File: src/rtl/mem_pkg.sv
// Shared types and helpers for the load/store unit: FSM states, access sizes,
// byte-lane enable and store-data replication.
package mem_pkg;

    typedef enum logic [1:0] {IDLE, ACCESS, DONE} state_e;

    localparam logic [1:0] SZ_BYTE = 2'b00;
    localparam logic [1:0] SZ_HALF = 2'b01;
    localparam logic [1:0] SZ_WORD = 2'b10;

    localparam logic [6:0] LOAD  = 7'b0000011;
    localparam logic [6:0] STORE = 7'b0100011;

    function automatic logic [3:0] lane_sel(input logic [1:0] size, input logic [1:0] lo);
        case (size)
            SZ_BYTE: return 4'b0001 << lo;
            SZ_HALF: return 4'b0011 << lo;
            SZ_WORD: return 4'b1111;
            default: return 4'b0000;
        endcase
    endfunction

    // Replicate the store value across lanes so the bus only needs bus_sel.
    function automatic logic [31:0] lane_wdata(input logic [1:0] size, input logic [31:0] d);
        case (size)
            SZ_BYTE: return {4{d[7:0]}};
            SZ_HALF: return {2{d[15:0]}};
            default: return d;
        endcase
    endfunction

endpackage

File: src/rtl/lane_align.sv
// Picks the addressed byte/half out of a bus word and sign- or zero-extends it.
module lane_align
    import mem_pkg::*;
(
    input  logic [31:0] rdata,
    input  logic [1:0]  addr_lo,
    input  logic [1:0]  size,
    input  logic        uns,
    output logic [31:0] data
);

    logic [15:0] sh;

    always_comb begin
        sh = 16'(rdata >> {addr_lo, 3'b000});
        case (size)
            SZ_BYTE: data = uns ? {24'd0, sh[7:0]} : {{24{sh[7]}}, sh[7:0]};
            SZ_HALF: data = uns ? {16'd0, sh}      : {{16{sh[15]}}, sh};
            default: data = rdata;
        endcase
    end

endmodule

File: src/rtl/data_mem_handler.sv
// Load/store unit: turns a core load/store into a stalled bus transaction with
// byte lanes, alignment checking, bus timeout and extended load data.
module data_mem_handler
    import mem_pkg::*;
#(
    parameter int unsigned TIMEOUT = 255
) (
    input  logic        clk,
    input  logic        nRst,
    input  logic        mem_read,
    input  logic        mem_write,
    input  logic [2:0]  funct3,
    input  logic [31:0] read_address,
    input  logic [31:0] write_address,
    input  logic [31:0] store_data,
    input  logic [31:0] bus_rdata,
    input  logic        bus_ack,
    output logic [31:0] bus_addr,
    output logic [31:0] bus_wdata,
    output logic [3:0]  bus_sel,
    output logic        bus_read,
    output logic        bus_write,
    output logic [31:0] load_data,
    output logic        stall,
    output logic        done,
    output logic        mis_err,
    output logic        bus_err
);

    state_e      state_q, state_d;
    logic [31:0] bus_addr_q, bus_addr_d, bus_wdata_q, bus_wdata_d, load_data_q, load_data_d;
    logic [3:0]  bus_sel_q, bus_sel_d;
    logic        bus_read_q, bus_read_d, bus_write_q, bus_write_d;
    logic        done_q, done_d, mis_err_q, mis_err_d, bus_err_q, bus_err_d;
    logic [15:0] cnt_q, cnt_d;
    logic [1:0]  addr_lo_q, addr_lo_d, size_q, size_d;
    logic        uns_q, uns_d, is_load_q, is_load_d;

    logic        req, both, illegal, misal;
    logic [31:0] addr;
    logic [1:0]  size;
    logic [31:0] aligned;

    lane_align u_align (
        .rdata   (bus_rdata),
        .addr_lo (addr_lo_q),
        .size    (size_q),
        .uns     (uns_q),
        .data    (aligned)
    );

    always_comb begin
        req     = mem_read ^ mem_write;
        both    = mem_read & mem_write;
        addr    = mem_read ? read_address : write_address;
        size    = funct3[1:0];
        illegal = (size == 2'b11) || (funct3[2] && (size == SZ_WORD || mem_write));
        misal   = (size == SZ_HALF && addr[0]) || (size == SZ_WORD && addr[1:0] != 2'b00);

        state_d     = state_q;
        bus_addr_d  = bus_addr_q;
        bus_wdata_d = bus_wdata_q;
        bus_sel_d   = bus_sel_q;
        bus_read_d  = bus_read_q;
        bus_write_d = bus_write_q;
        load_data_d = load_data_q;
        done_d      = 1'b0;
        mis_err_d   = mis_err_q;
        bus_err_d   = bus_err_q;
        cnt_d       = cnt_q;
        addr_lo_d   = addr_lo_q;
        size_d      = size_q;
        uns_d       = uns_q;
        is_load_d   = is_load_q;
        stall       = 1'b0;

        case (state_q)
            IDLE: begin
                stall = mem_read | mem_write;
                if (req) begin
                    bus_addr_d  = {addr[31:2], 2'b00};
                    bus_sel_d   = lane_sel(size, addr[1:0]);
                    bus_wdata_d = lane_wdata(size, store_data);
                    addr_lo_d   = addr[1:0];
                    size_d      = size;
                    uns_d       = funct3[2];
                    is_load_d   = mem_read;
                    if (illegal || misal) begin
                        state_d   = DONE;
                        done_d    = 1'b1;
                        mis_err_d = 1'b1;
                        if (mem_read) load_data_d = '0;
                    end else begin
                        state_d     = ACCESS;
                        bus_read_d  = mem_read;
                        bus_write_d = mem_write;
                        cnt_d       = '0;
                    end
                end else if (both) begin
                    state_d     = DONE;
                    done_d      = 1'b1;
                    mis_err_d   = 1'b1;
                    load_data_d = '0;
                end
            end
            ACCESS: begin
                stall = 1'b1;
                if (bus_ack || cnt_q == 16'(TIMEOUT - 1)) begin
                    state_d     = DONE;
                    done_d      = 1'b1;
                    bus_read_d  = 1'b0;
                    bus_write_d = 1'b0;
                    bus_err_d   = !bus_ack;
                    if (is_load_q) load_data_d = bus_ack ? aligned : '0;
                end else begin
                    cnt_d = cnt_q + 16'd1;
                end
            end
            default: begin
                state_d   = IDLE;
                mis_err_d = 1'b0;
                bus_err_d = 1'b0;
            end
        endcase

        // Reset must kill the stall immediately even while control still holds a request.
        if (!nRst) stall = 1'b0;
    end

    always_ff @(posedge clk or negedge nRst) begin
        if (!nRst) begin
            state_q     <= IDLE;
            bus_addr_q  <= '0;
            bus_wdata_q <= '0;
            bus_sel_q   <= '0;
            bus_read_q  <= 1'b0;
            bus_write_q <= 1'b0;
            load_data_q <= '0;
            done_q      <= 1'b0;
            mis_err_q   <= 1'b0;
            bus_err_q   <= 1'b0;
            cnt_q       <= '0;
            addr_lo_q   <= '0;
            size_q      <= '0;
            uns_q       <= 1'b0;
            is_load_q   <= 1'b0;
        end else begin
            state_q     <= state_d;
            bus_addr_q  <= bus_addr_d;
            bus_wdata_q <= bus_wdata_d;
            bus_sel_q   <= bus_sel_d;
            bus_read_q  <= bus_read_d;
            bus_write_q <= bus_write_d;
            load_data_q <= load_data_d;
            done_q      <= done_d;
            mis_err_q   <= mis_err_d;
            bus_err_q   <= bus_err_d;
            cnt_q       <= cnt_d;
            addr_lo_q   <= addr_lo_d;
            size_q      <= size_d;
            uns_q       <= uns_d;
            is_load_q   <= is_load_d;
        end
    end

    assign bus_addr  = bus_addr_q;
    assign bus_wdata = bus_wdata_q;
    assign bus_sel   = bus_sel_q;
    assign bus_read  = bus_read_q;
    assign bus_write = bus_write_q;
    assign load_data = load_data_q;
    assign done      = done_q;
    assign mis_err   = mis_err_q;
    assign bus_err   = bus_err_q;

endmodule

File: config.mk
export PLATFORM = sky130hd
export DESIGN_NAME = data_mem_handler
export DESIGN_NICKNAME = d
export VERILOG_FILES = /design/src/rtl/mem_pkg.sv /design/src/rtl/lane_align.sv /design/src/rtl/data_mem_handler.sv
export SDC_FILE = /design/constraint.sdc
export NUM_CORES = 1
export LEC_CHECK = 0
export BUFFER_PORTS_ARGS = -buffer_cell sky130_fd_sc_hd__buf_4
export CORE_MARGIN = 3
export CORE_UTILIZATION = 50
export CTS_BUF_LIST = sky130_fd_sc_hd__clkbuf_8 sky130_fd_sc_hd__clkbuf_16
export DETAILED_ROUTE_END_ITERATION = 7
export GPL_TIMING_DRIVEN = 0
export PLACE_DENSITY = 0.84
export RECOVER_POWER = 50
export SYNTH_ARGS = -nofsm -noshare
export SYNTH_HDL_FRONTEND = slang
export SYNTH_SLANG_ARGS = --single-unit
File: constraint.sdc
create_clock -name clk -period 5 [get_ports clk]
set_input_delay 0.75 -clock clk [delete_from_list [all_inputs] [get_ports clk]]
set_output_delay 0.75 -clock clk [all_outputs]
set_load 0.005 [all_outputs]
Word level (Yosys, flattened, before mapping)

Cells that the tools add are included.

Register bits: 127
Latch bits: 0
Memory bits (writable): 0
Bits in read-only memories: 0
Input port bits: 136
Output and inout port bits: 106
Word-level logic and storage cells: 102
Memories kept: 0

$add $sub $neg: 1
Multiply operators: 0
Div/mod/pow operators: 0
$lt $le $gt $ge: 0
Equal/unequal tests: 14
Shift-type cells: 3
Mux-type cells: 43
Bitwise logic cells: 5
Reductions and logical operators: 21

Operator list:

| kind                                                                    | number |
|---|---|
| 32-bit 2-to-1 mux                                                       | 10 |
| 32-bit one-hot mux with 2 select lines                                  | 3 |
| 16-bit 2-to-1 mux                                                       | 3 |
| 16-bit one-hot mux with 2 select lines                                  | 1 |
| 32-bit by 5-bit right shift with 16-bit output                          | 1 |
| 16-bit by 1-bit adder with 16-bit output (second input constant)        | 1 |
| 16-bit by 8-bit equality test with 1-bit output (second input constant) | 1 |
| 1-bit 2-to-1 mux                                                        | 14 |
| 1-bit one-hot mux with 2 select lines                                   | 6 |
| 4-bit one-hot mux with 3 select lines                                   | 1 |
| 2-bit inequality test (second input constant)                           | 5 |
| 3-bit inequality test (second input constant)                           | 3 |
| 2-bit 2-to-1 mux                                                        | 4 |
| 4-bit AND reduction                                                     | 2 |
| 2-bit by 1-bit equality test with 1-bit output (second input constant)  | 3 |
| 2-bit zero test                                                         | 3 |
| 2-bit AND reduction                                                     | 3 |
| 6-bit AND reduction                                                     | 1 |
| 1-bit logical OR                                                        | 5 |
| 2-bit equality test (second input constant)                             | 2 |
| 2-bit one-hot mux with 2 select lines                                   | 1 |
| 2-bit nonzero test                                                      | 2 |
| 1-bit by 2-bit << shifter with 4-bit output (first input constant)      | 1 |
| 2-bit by 2-bit << shifter with 4-bit output (first input constant)      | 1 |
| other kinds (7)                                                         | 10 |

Depth between registers and ports, before layout

Gate-level depths: netlist of the first run.

Depth in word-level cells: 8
Mapped depth: 10
Depth with buffers taken out: 7

Hierarchy

Synthesis of the first run repeated with hierarchy kept, for this count alone.

Cell total of the unflattened synthesis: 733
Area total of the unflattened synthesis: 6755.2 um2

By module, submodules not included:

| module           | instances | cells each | area an instance (um2) | seq. area each (um2) |
|---|---|---|---|---|
| data_mem_handler | 1         | 620        | 6014.5                 | 3178.0 |
| lane_align       | 1         | 113        | 740.7                  | 0.0 |

Worst setup path after synthesis of the first run

OpenSTA, ideal clock, no wires.

Path kind: in2reg
From: in mem_read
To: reg load_data_q[27] (netlist: load_data[27])
Setup time: 126 ps
Data arrival time: 2896 ps
Setup slack: 1978 ps
Stages: 10
Path buffers: 4
Cell sequence: buf_6 > clkbuf_1 > inv_1 > ha_1 > and2_1 > clkbuf_1 > and3_1 > nand3b_4 > buf_6 > a221o_1

Word-level cells in the longest chain between the ends: 7

RTL lines:

| element                         | RTL line                | source |
|---|---|---|
| start, declared                 | data_mem_handler.sv:10  | `input logic mem_read,` |
| 32-bit 2-to-1 mux               | data_mem_handler.sv:55  | `addr = mem_read ? read_address : write_address;` |
| 2-bit nonzero test              | data_mem_handler.sv:58  | `misal = (size == SZ_HALF && addr[0]) \|\| (size == SZ_WORD && addr[1:0] != 2'b00);` |
| 1-bit logical AND               | data_mem_handler.sv:58  |  |
| 1-bit logical OR                | data_mem_handler.sv:58  |  |
| 1-bit logical OR                | data_mem_handler.sv:88  | `if (illegal \|\| misal) begin` |
| 3-bit inequality test (no line) | -                       |  |
| 6-bit AND reduction (no line)   | -                       |  |
| end signal, assigned            | data_mem_handler.sv:154 | `load_data_q <= load_data_d;` |
| end, declared                   | data_mem_handler.sv:31  | `logic [31:0] bus_addr_q, bus_addr_d, bus_wdata_q, bus_wdata_d, load_data_q, load_data_d;` |

Several ways; a longest one is shown, not always the timed one.
A chain may end at the register's enable or synchronous reset.

Worst setup path in the final report of the first run

From: in mem_read
To: reg load_data_q[29] (netlist: load_data[29])

The elaborated chain is that of the path after synthesis.

==> impl_metrics.env, run 1 <==
export IMPL_synth_area_per_cell_sq_um=9.76
export IMPL_share_of_synthesized_cell_area_in_and_or_nand_and_nor_gates=0.159
export IMPL_drive_above_1_share=0.300
export IMPL_die_height_um=118
export IMPL_antenna_violations_before_repair=0
export IMPL_core_area_sq_mm=0.0121
export IMPL_post_route_drc_count=0
export IMPL_layout_nets=1041
export IMPL_dpl_hpwl_um=14600
export IMPL_totalWireLength_um=19700
export IMPL_post_syn_instances=641
export IMPL_cp_data_required_time_ns=5.28
export IMPL_ys_ff_latch=127
export IMPL_synth_enable_flop_cells=0
export IMPL_pwr_density_cell_mw_per_mm2=435
export IMPL_synth_top_family_by_area="compound AO/OA/AOI/OAI gates"
export IMPL_area_growth_syn_to_layout_pct=40.9
export IMPL_setup_worst_path_start_class="input pin"
export IMPL_finalPower_w=0.00383
export IMPL_final_setup_viol_count=0
export IMPL_clkSlewWorstSetupHoldPaths_ns=0.05
export IMPL_nFillCells=947
export IMPL_finalWorstPathRequiredPeriod_ns=3.15
export IMPL_detail_route_iter0_violations=622
export IMPL_ys_warnings_count=0
export IMPL_clock_tree_htree_level_count=4
export IMPL_unrepaired_setup_endpoints_after_global_routing="false"
export IMPL_die_area_sq_mm=0.0139
export IMPL_fin_skew_ns=0.00489
export IMPL_via_count_of_the_first_global_routing_pass=5895
export IMPL_crit_family="buffers and inverters"
export IMPL_grt_start_max_net_pins=82
export IMPL_initial_utilization=0.517
export IMPL_synth_async_sr_flop_share=1.00
export IMPL_worst_r2r_endpoint="load_data[29]"
export IMPL_slew_violations=0
export IMPL_period_utilization=0.630
export IMPL_post_synth_mux_area_share=0.0966
export IMPL_post_cts_setup_buffers=0
export IMPL_clk_insertion_delay_late_ns=0.41
export IMPL_timing_setup_tns_ns=0
export IMPL_max_vdd_ir_drop_mv=0.308
export IMPL_synth_flop_type="sky130_fd_sc_hd__dfrtp_1"
export IMPL_synthesized_area_fraction_occupied_by_ao_oa_aoi_and_oai_cells=0.167
export IMPL_slowest_delay_ns=0.51
export IMPL_final_hold_violation_count=0
export IMPL_cts_root_buf="sky130_fd_sc_hd__clkbuf_16"
export IMPL_relSlewSlack=0.404
export IMPL_maxClockFrequency_mhz=318
export IMPL_die_w_um=118
export IMPL_run_status="complete, no violations"
export IMPL_drtAntennaViolNets=0
export IMPL_cts_buffers=17
export IMPL_port_buffers=237
export IMPL_cts_buffer_depth=2
export IMPL_wire_length_of_the_first_global_routing_pass_um=31400
export IMPL_cp_cell_sequence="buf_4 > buf_6 > clkbuf_1 > inv_1 > ha_1 > and2_1 > clkbuf_1 > and3_1 > nand3b_4 > buf_6 > a221o_1"
export IMPL_detailroute_via_count=5979
export IMPL_post_synth_num_cell_types=56
export IMPL_drt_vias_per_instance=5.54
export IMPL_gr_total_overflow=0
export IMPL_cts_tree="yes"
export IMPL_ctsResizeCount=0
export IMPL_critical_path_reg2reg_startpoint="cnt_q[0]"
export IMPL_drt_first_pass_iters=5
export IMPL_synth_xor_xnor_area_share=0.0182
export IMPL_slowest_stage="sky130_fd_sc_hd__clkbuf_1"
export IMPL_hold_path_class="input pin to async pin"
export IMPL_max_slew_worst_pin_slew_ns=0.886
export IMPL_crit_path_end_kind="flip-flop"
export IMPL_timing_max_cap_violations=0
export IMPL_routability_congestion_estimate_from_global_placement=0.871
export IMPL_critPathKind="input pin to flip-flop"
export IMPL_timing_reg2reg_worst_path_depth=8
export IMPL_synth_fa_ha_area_frac=0.0120
export IMPL_cp_num_buf_inv=6
export IMPL_reg2reg_slack_ns=2.58
export IMPL_io_pins=242
export IMPL_cellLeakagePower_nw=4.55
export IMPL_rows=40
export IMPL_mappedNetlistArea_sq_mm=0.00626
export IMPL_mean_routed_wirelength_per_cell_um=18.3
export IMPL_clock_sink_count=127
export IMPL_diodes=0
export IMPL_critPathArrivalTime_ns=3.43
export IMPL_seq_area_frac_synth=0.508
export IMPL_track_usage=0.286
export IMPL_critical_path_peak_fanout=10
export IMPL_cts_hold_buffers_added=0
## registers in the layout, summed over array words and instances, names as in the netlist
name       flops
size_q         2
bus_write      1
load_data     32
mis_err        1
bus_wdata     32
uns_q          1
bus_sel        4
cnt_q         16
addr_lo_q      2
bus_read       1
is_load_q      1
state_q        2
bus_addr      30
bus_err        1
done           1
## cell usage in the layout, fill, tap and decap left out, types with 5 or more instances in the layout
cell type	instances
sky130_fd_sc_hd__a2111oi_0	7
sky130_fd_sc_hd__a21o_1	15
sky130_fd_sc_hd__a21oi_1	28
sky130_fd_sc_hd__a221o_1	16
sky130_fd_sc_hd__a32o_1	6
sky130_fd_sc_hd__and2_1	7
sky130_fd_sc_hd__buf_2	5
sky130_fd_sc_hd__buf_4	186
sky130_fd_sc_hd__clkbuf_1	42
sky130_fd_sc_hd__clkbuf_16	17
sky130_fd_sc_hd__clkbuf_4	43
sky130_fd_sc_hd__clkinv_2	5
sky130_fd_sc_hd__dfrtp_1	127
sky130_fd_sc_hd__ha_1	6
sky130_fd_sc_hd__inv_1	14
sky130_fd_sc_hd__mux2i_1	57
sky130_fd_sc_hd__nand2_1	107
sky130_fd_sc_hd__nand3_1	11
sky130_fd_sc_hd__nand4_1	5
sky130_fd_sc_hd__nor2_1	51
sky130_fd_sc_hd__nor3_1	5
sky130_fd_sc_hd__o21ai_0	77
sky130_fd_sc_hd__xor2_1	12
## metal layers
layer,global-route usage,wire [um],up-vias
li1,-,-,2771
met1,0.354,7770,2832
met2,0.465,9550,331
met3,0.0961,1840,45
met4,0.108,559,0
met5,0,0,-
## power breakdown
part | switching (W) | leakage, nW | internal, W
clock network | 0.000433 | 0.300 | 0.000757
registers | 0.000163 | 1.65 | 0.00129
logic | 0.000626 | 2.60 | 0.000560
total | 0.00122 | 4.55 | 0.00261
## final cells by class
cell class,count,area (sq um),share of cell area
Buffer,44,201,0.0228
Clock buffer,20,467,0.0529
Clock inverter,11,100,0.0114
Inverter,10,37.5,0.00426
Multi-Input combinational cell,461,2850,0.323
Sequential cell,127,3180,0.360
Tap cell,168,210,0.0238
Timing Repair Buffer,238,1780,0.202
## worst max-delay path by stage
| stage | startpoint | to | slack (ns) | cells after the start |
|---|---|---|---|---|
| finish | mem_read | load_data[29] | 1.85 | 11 |
| global route | mem_read | bus_addr[21] | 1.61 | 10 |
| CTS | mem_read | load_data[29] | 1.85 | 11 |
| detailed placement | mem_read | load_data[27] | 1.42 | 11 |
| global placement | mem_read | load_data[29] | 1.46 | 11 |
| floorplan | mem_read | load_data[27] | 1.98 | 10 |
## cell usage after synthesis, types with 4 or more instances
cell type,number,area (sq um)
sky130_fd_sc_hd__nor2b_1,4,25.0
sky130_fd_sc_hd__a32o_1,6,60.1
sky130_fd_sc_hd__inv_1,10,37.5
sky130_fd_sc_hd__nand2_1,107,402
sky130_fd_sc_hd__buf_2,5,25.0
sky130_fd_sc_hd__clkbuf_1,33,124
sky130_fd_sc_hd__nand4_1,5,31.3
sky130_fd_sc_hd__a21oi_1,28,140
sky130_fd_sc_hd__and2_1,7,43.8
sky130_fd_sc_hd__nand3b_1,4,30.0
sky130_fd_sc_hd__a2111oi_0,7,61.3
sky130_fd_sc_hd__mux2i_1,57,571
sky130_fd_sc_hd__nor3_1,5,25.0
sky130_fd_sc_hd__and3_1,4,25.0
sky130_fd_sc_hd__nor2_1,51,191
sky130_fd_sc_hd__a221o_1,16,160
sky130_fd_sc_hd__dfrtp_1,127,3180
sky130_fd_sc_hd__xor2_1,12,105
sky130_fd_sc_hd__nand3_1,11,55.1
sky130_fd_sc_hd__o21ai_0,77,385
sky130_fd_sc_hd__a21o_1,15,113
sky130_fd_sc_hd__ha_1,6,75.1
## worst register-to-register path: stages, from the launching register on
cell and delay, ns:
sky130_fd_sc_hd__dfrtp_1 0.42, sky130_fd_sc_hd__inv_1 0.08, sky130_fd_sc_hd__ha_1 0.13, sky130_fd_sc_hd__nor4b_2 0.24, sky130_fd_sc_hd__nand4_1 0.45, sky130_fd_sc_hd__nand2_2 0.28, sky130_fd_sc_hd__nand3b_4 0.15, sky130_fd_sc_hd__buf_6 0.18
sky130_fd_sc_hd__a221o_1 0.37
## cells by family (layout without fill, tap and decap cells)
| logic type | after synthesis | in the layout |
|---|---|---|
| AO/OA/AOI/OAI | 163 | 163 |
| other | 1 | 2 |
| adder cells (fa/ha/maj) | 6 | 6 |
| multiplexers | 59 | 59 |
| flip-flops | 127 | 127 |
| buffers and inverters | 54 | 323 |
| AND/OR/NAND/NOR | 218 | 218 |
| XOR/XNOR | 13 | 13 |
## metrics by stage
step	hold slack (ns)	util	cells	cell area (sq um)	setup slack, ns
after floorplan	0.454	-	642	6260	1.98
after global placement	0.456	0.681	1047	8250	1.46
after detailed placement	0.457	0.684	1048	8280	1.42
after CTS	0.271	0.731	1079	8850	1.85
after global routing	0.280	0.728	1079	8820	1.61
final	0.265	0.728	1079	8820	1.85
(Power assumes the default switching activity.)
==> inputs of run 2 (changes only) <==
- CORE_UTILIZATION: 50 -> 45
- PLACE_DENSITY: 0.84 -> 0.79
- clock period: 5 -> 2.6 ns (I/O delays scaled with it)
==> run 2 against run 1 <==
Routed wire length decreased by 0.88%. Non-clock buffer count unchanged. Highest routed layer unchanged. Critical path depth decreased by 3. Largest power group unchanged.
==> impl_metrics.env, run 2 (synthesis gave the netlist of run 1 again) <==
export IMPL_placed_area_sq_mm=0.00829
export IMPL_timing_max_cap_violations=0
export IMPL_detailroute_via_count=5862
export IMPL_core_area_sq_mm=0.0134
export IMPL_cp_cell_sequence="inv_1 > ha_1 > nor4b_2 > nand4_1 > nand2_2 > nand3b_4 > buf_6 > a221o_1"
export IMPL_cts_buffer_depth=2
export IMPL_unrepaired_setup_endpoints_after_global_routing="false"
export IMPL_relSlewSlack=0.295
export IMPL_layout_cells_most_common="sky130_fd_sc_hd__buf_4"
export IMPL_crit_path_end_kind="flip-flop"
export IMPL_most_common_layout_cells="186 x sky130_fd_sc_hd__buf_4, 127 x sky130_fd_sc_hd__dfrtp_1, 107 x sky130_fd_sc_hd__nand2_1"
export IMPL_holdCritStartpoint="funct3[2]"
export IMPL_port_buffers=237
export IMPL_die_w_um=124
export IMPL_grt_start_max_net_pins=78
export IMPL_max_slew_worst_pin_slew_ns=1.06
export IMPL_die_height_um=124
export IMPL_diodes=0
export IMPL_die_area_sq_mm=0.0154
export IMPL_clkSlewWorstSetupHoldPaths_ns=0.05
export IMPL_cp_data_required_time_ns=2.89
export IMPL_slew_violations=0
export IMPL_antenna_violations_before_repair=0
export IMPL_slowest_delay_ns=0.42
export IMPL_run_status="complete, no violations"
export IMPL_cts_tree="yes"
export IMPL_drive_above_1_share=0.299
export IMPL_timing_critical_path_from="cnt_q[0]"
export IMPL_mean_routed_wirelength_per_cell_um=18.0
export IMPL_cp_num_buf_inv=2
export IMPL_clock_sink_count=127
export IMPL_post_cts_setup_buffers=0
export IMPL_max_vdd_ir_drop_mv=0.501
export IMPL_totalWireLength_um=19500
export IMPL_initial_utilization=0.467
export IMPL_timing_setup_tns_ns=0
export IMPL_critPathKind="flip-flop to flip-flop"
export IMPL_clk_insertion_delay_late_ns=0.41
export IMPL_wire_length_of_the_first_global_routing_pass_um=30300
export IMPL_nFillCells=1130
export IMPL_io_pins=242
export IMPL_cts_root_buf="sky130_fd_sc_hd__clkbuf_16"
export IMPL_post_route_drc_count=0
export IMPL_area_growth_syn_to_layout_pct=41.1
export IMPL_cts_buffers=17
export IMPL_cellLeakagePower_nw=4.54
export IMPL_final_hold_violation_count=0
export IMPL_slowest_stage="sky130_fd_sc_hd__dfrtp_1"
export IMPL_critPathArrivalTime_ns=2.66
export IMPL_detail_route_iter0_violations=415
export IMPL_dpl_hpwl_um=14700
export IMPL_pwr_density_cell_mw_per_mm2=845
export IMPL_hold_path_class="input pin to flip-flop"
export IMPL_track_usage=0.257
export IMPL_final_design_area_no_fill_sq_mm=0.00883
export IMPL_drt_vias_per_instance=5.40
export IMPL_layout_nets=1041
export IMPL_routability_congestion_estimate_from_global_placement=0.909
export IMPL_clock_tree_htree_level_count=4
export IMPL_fin_skew_ns=0.00512
export IMPL_gr_total_overflow=0
export IMPL_setup_worst_path_start_class="flip-flop"
export IMPL_maxClockFrequency_mhz=422
export IMPL_rows=42
export IMPL_critical_path_reg2reg_startpoint="cnt_q[0]"
export IMPL_finalWorstPathRequiredPeriod_ns=2.37
export IMPL_critical_path_peak_fanout=10
export IMPL_period_utilization=0.911
export IMPL_drt_first_pass_iters=5
export IMPL_drtAntennaViolNets=0
export IMPL_via_count_of_the_first_global_routing_pass=5873
export IMPL_crit_family="simple AND/OR/NAND/NOR gates"
export IMPL_finalPower_w=0.00746
export IMPL_final_setup_viol_count=0
## run 2: worst register-to-register path, stage by stage (launching register included)
cell and delay, ns:
sky130_fd_sc_hd__dfrtp_1 0.42, sky130_fd_sc_hd__inv_1 0.08, sky130_fd_sc_hd__ha_1 0.14, sky130_fd_sc_hd__nor4b_2 0.24, sky130_fd_sc_hd__nand4_1 0.42, sky130_fd_sc_hd__nand2_2 0.27, sky130_fd_sc_hd__nand3b_4 0.16, sky130_fd_sc_hd__buf_6 0.18
sky130_fd_sc_hd__a221o_1 0.35
## run 2: final timing paths
kind / end / slack, ns / depth (start not counted)
max: load_data[28] / 0.23 / 8
min: uns_q / 0.20 / 3
max reg2reg: load_data[28] / 0.23 / 8
min reg2reg: bus_wdata[2] / 0.47 / 2
max in group asynchronous: bus_wdata[29] / 0.66 / 3
min in group asynchronous: cnt_q[6] / 0.48 / 2
## run 2: what timing repair did
item | CTS | global route
setup endpoints to repair | 0 | 44
hold buffers | 1 | 0
resized for setup | 0 | 6
endpoints found under the hold margin | 50 | 0
## run 2: area by class of cell
| type | count | area (sq um) | area share |
|---|---|---|---|
| Tap cell | 176 | 220 | 0.0249 |
| Buffer | 43 | 201 | 0.0228 |
| Inverter | 10 | 37.5 | 0.00425 |
| Clock buffer | 21 | 480 | 0.0544 |
| Timing Repair Buffer | 239 | 1750 | 0.198 |
| Multi-Input combinational cell | 461 | 2850 | 0.322 |
| Clock inverter | 8 | 115 | 0.0130 |
| Sequential cell | 127 | 3180 | 0.360 |
## run 2: per-layer routing
metal,vias up,GRT usage,wire [um]
met5,-,0,0
met4,0,0.0992,425
met3,36,0.0813,1930
met2,272,0.423,9400
met1,2780,0.316,7790
li1,2774,-,-
## run 2: stage by stage
stage	setup slack, ns	hold slack (ns)	instances	util
after detailed placement	-0.367	0.369	1056	0.619
after floorplan	0.160	0.0944	642	-
after CTS	0.0759	0.185	1086	0.664
after global placement	-0.307	0.463	1055	0.617
after global routing	0.109	0.202	1085	0.659
final	0.232	0.202	1085	0.659
## run 2: power by group
| part | total, W | internal [W] | switching [W] |
|---|---|---|---|
| sequential | 0.00278 | 0.00248 | 0.000296 |
| combinational | 0.00227 | 0.00107 | 0.00120 |
| clock | 0.00242 | 0.00158 | 0.000835 |
| total | 0.00746 | 0.00513 | 0.00233 |
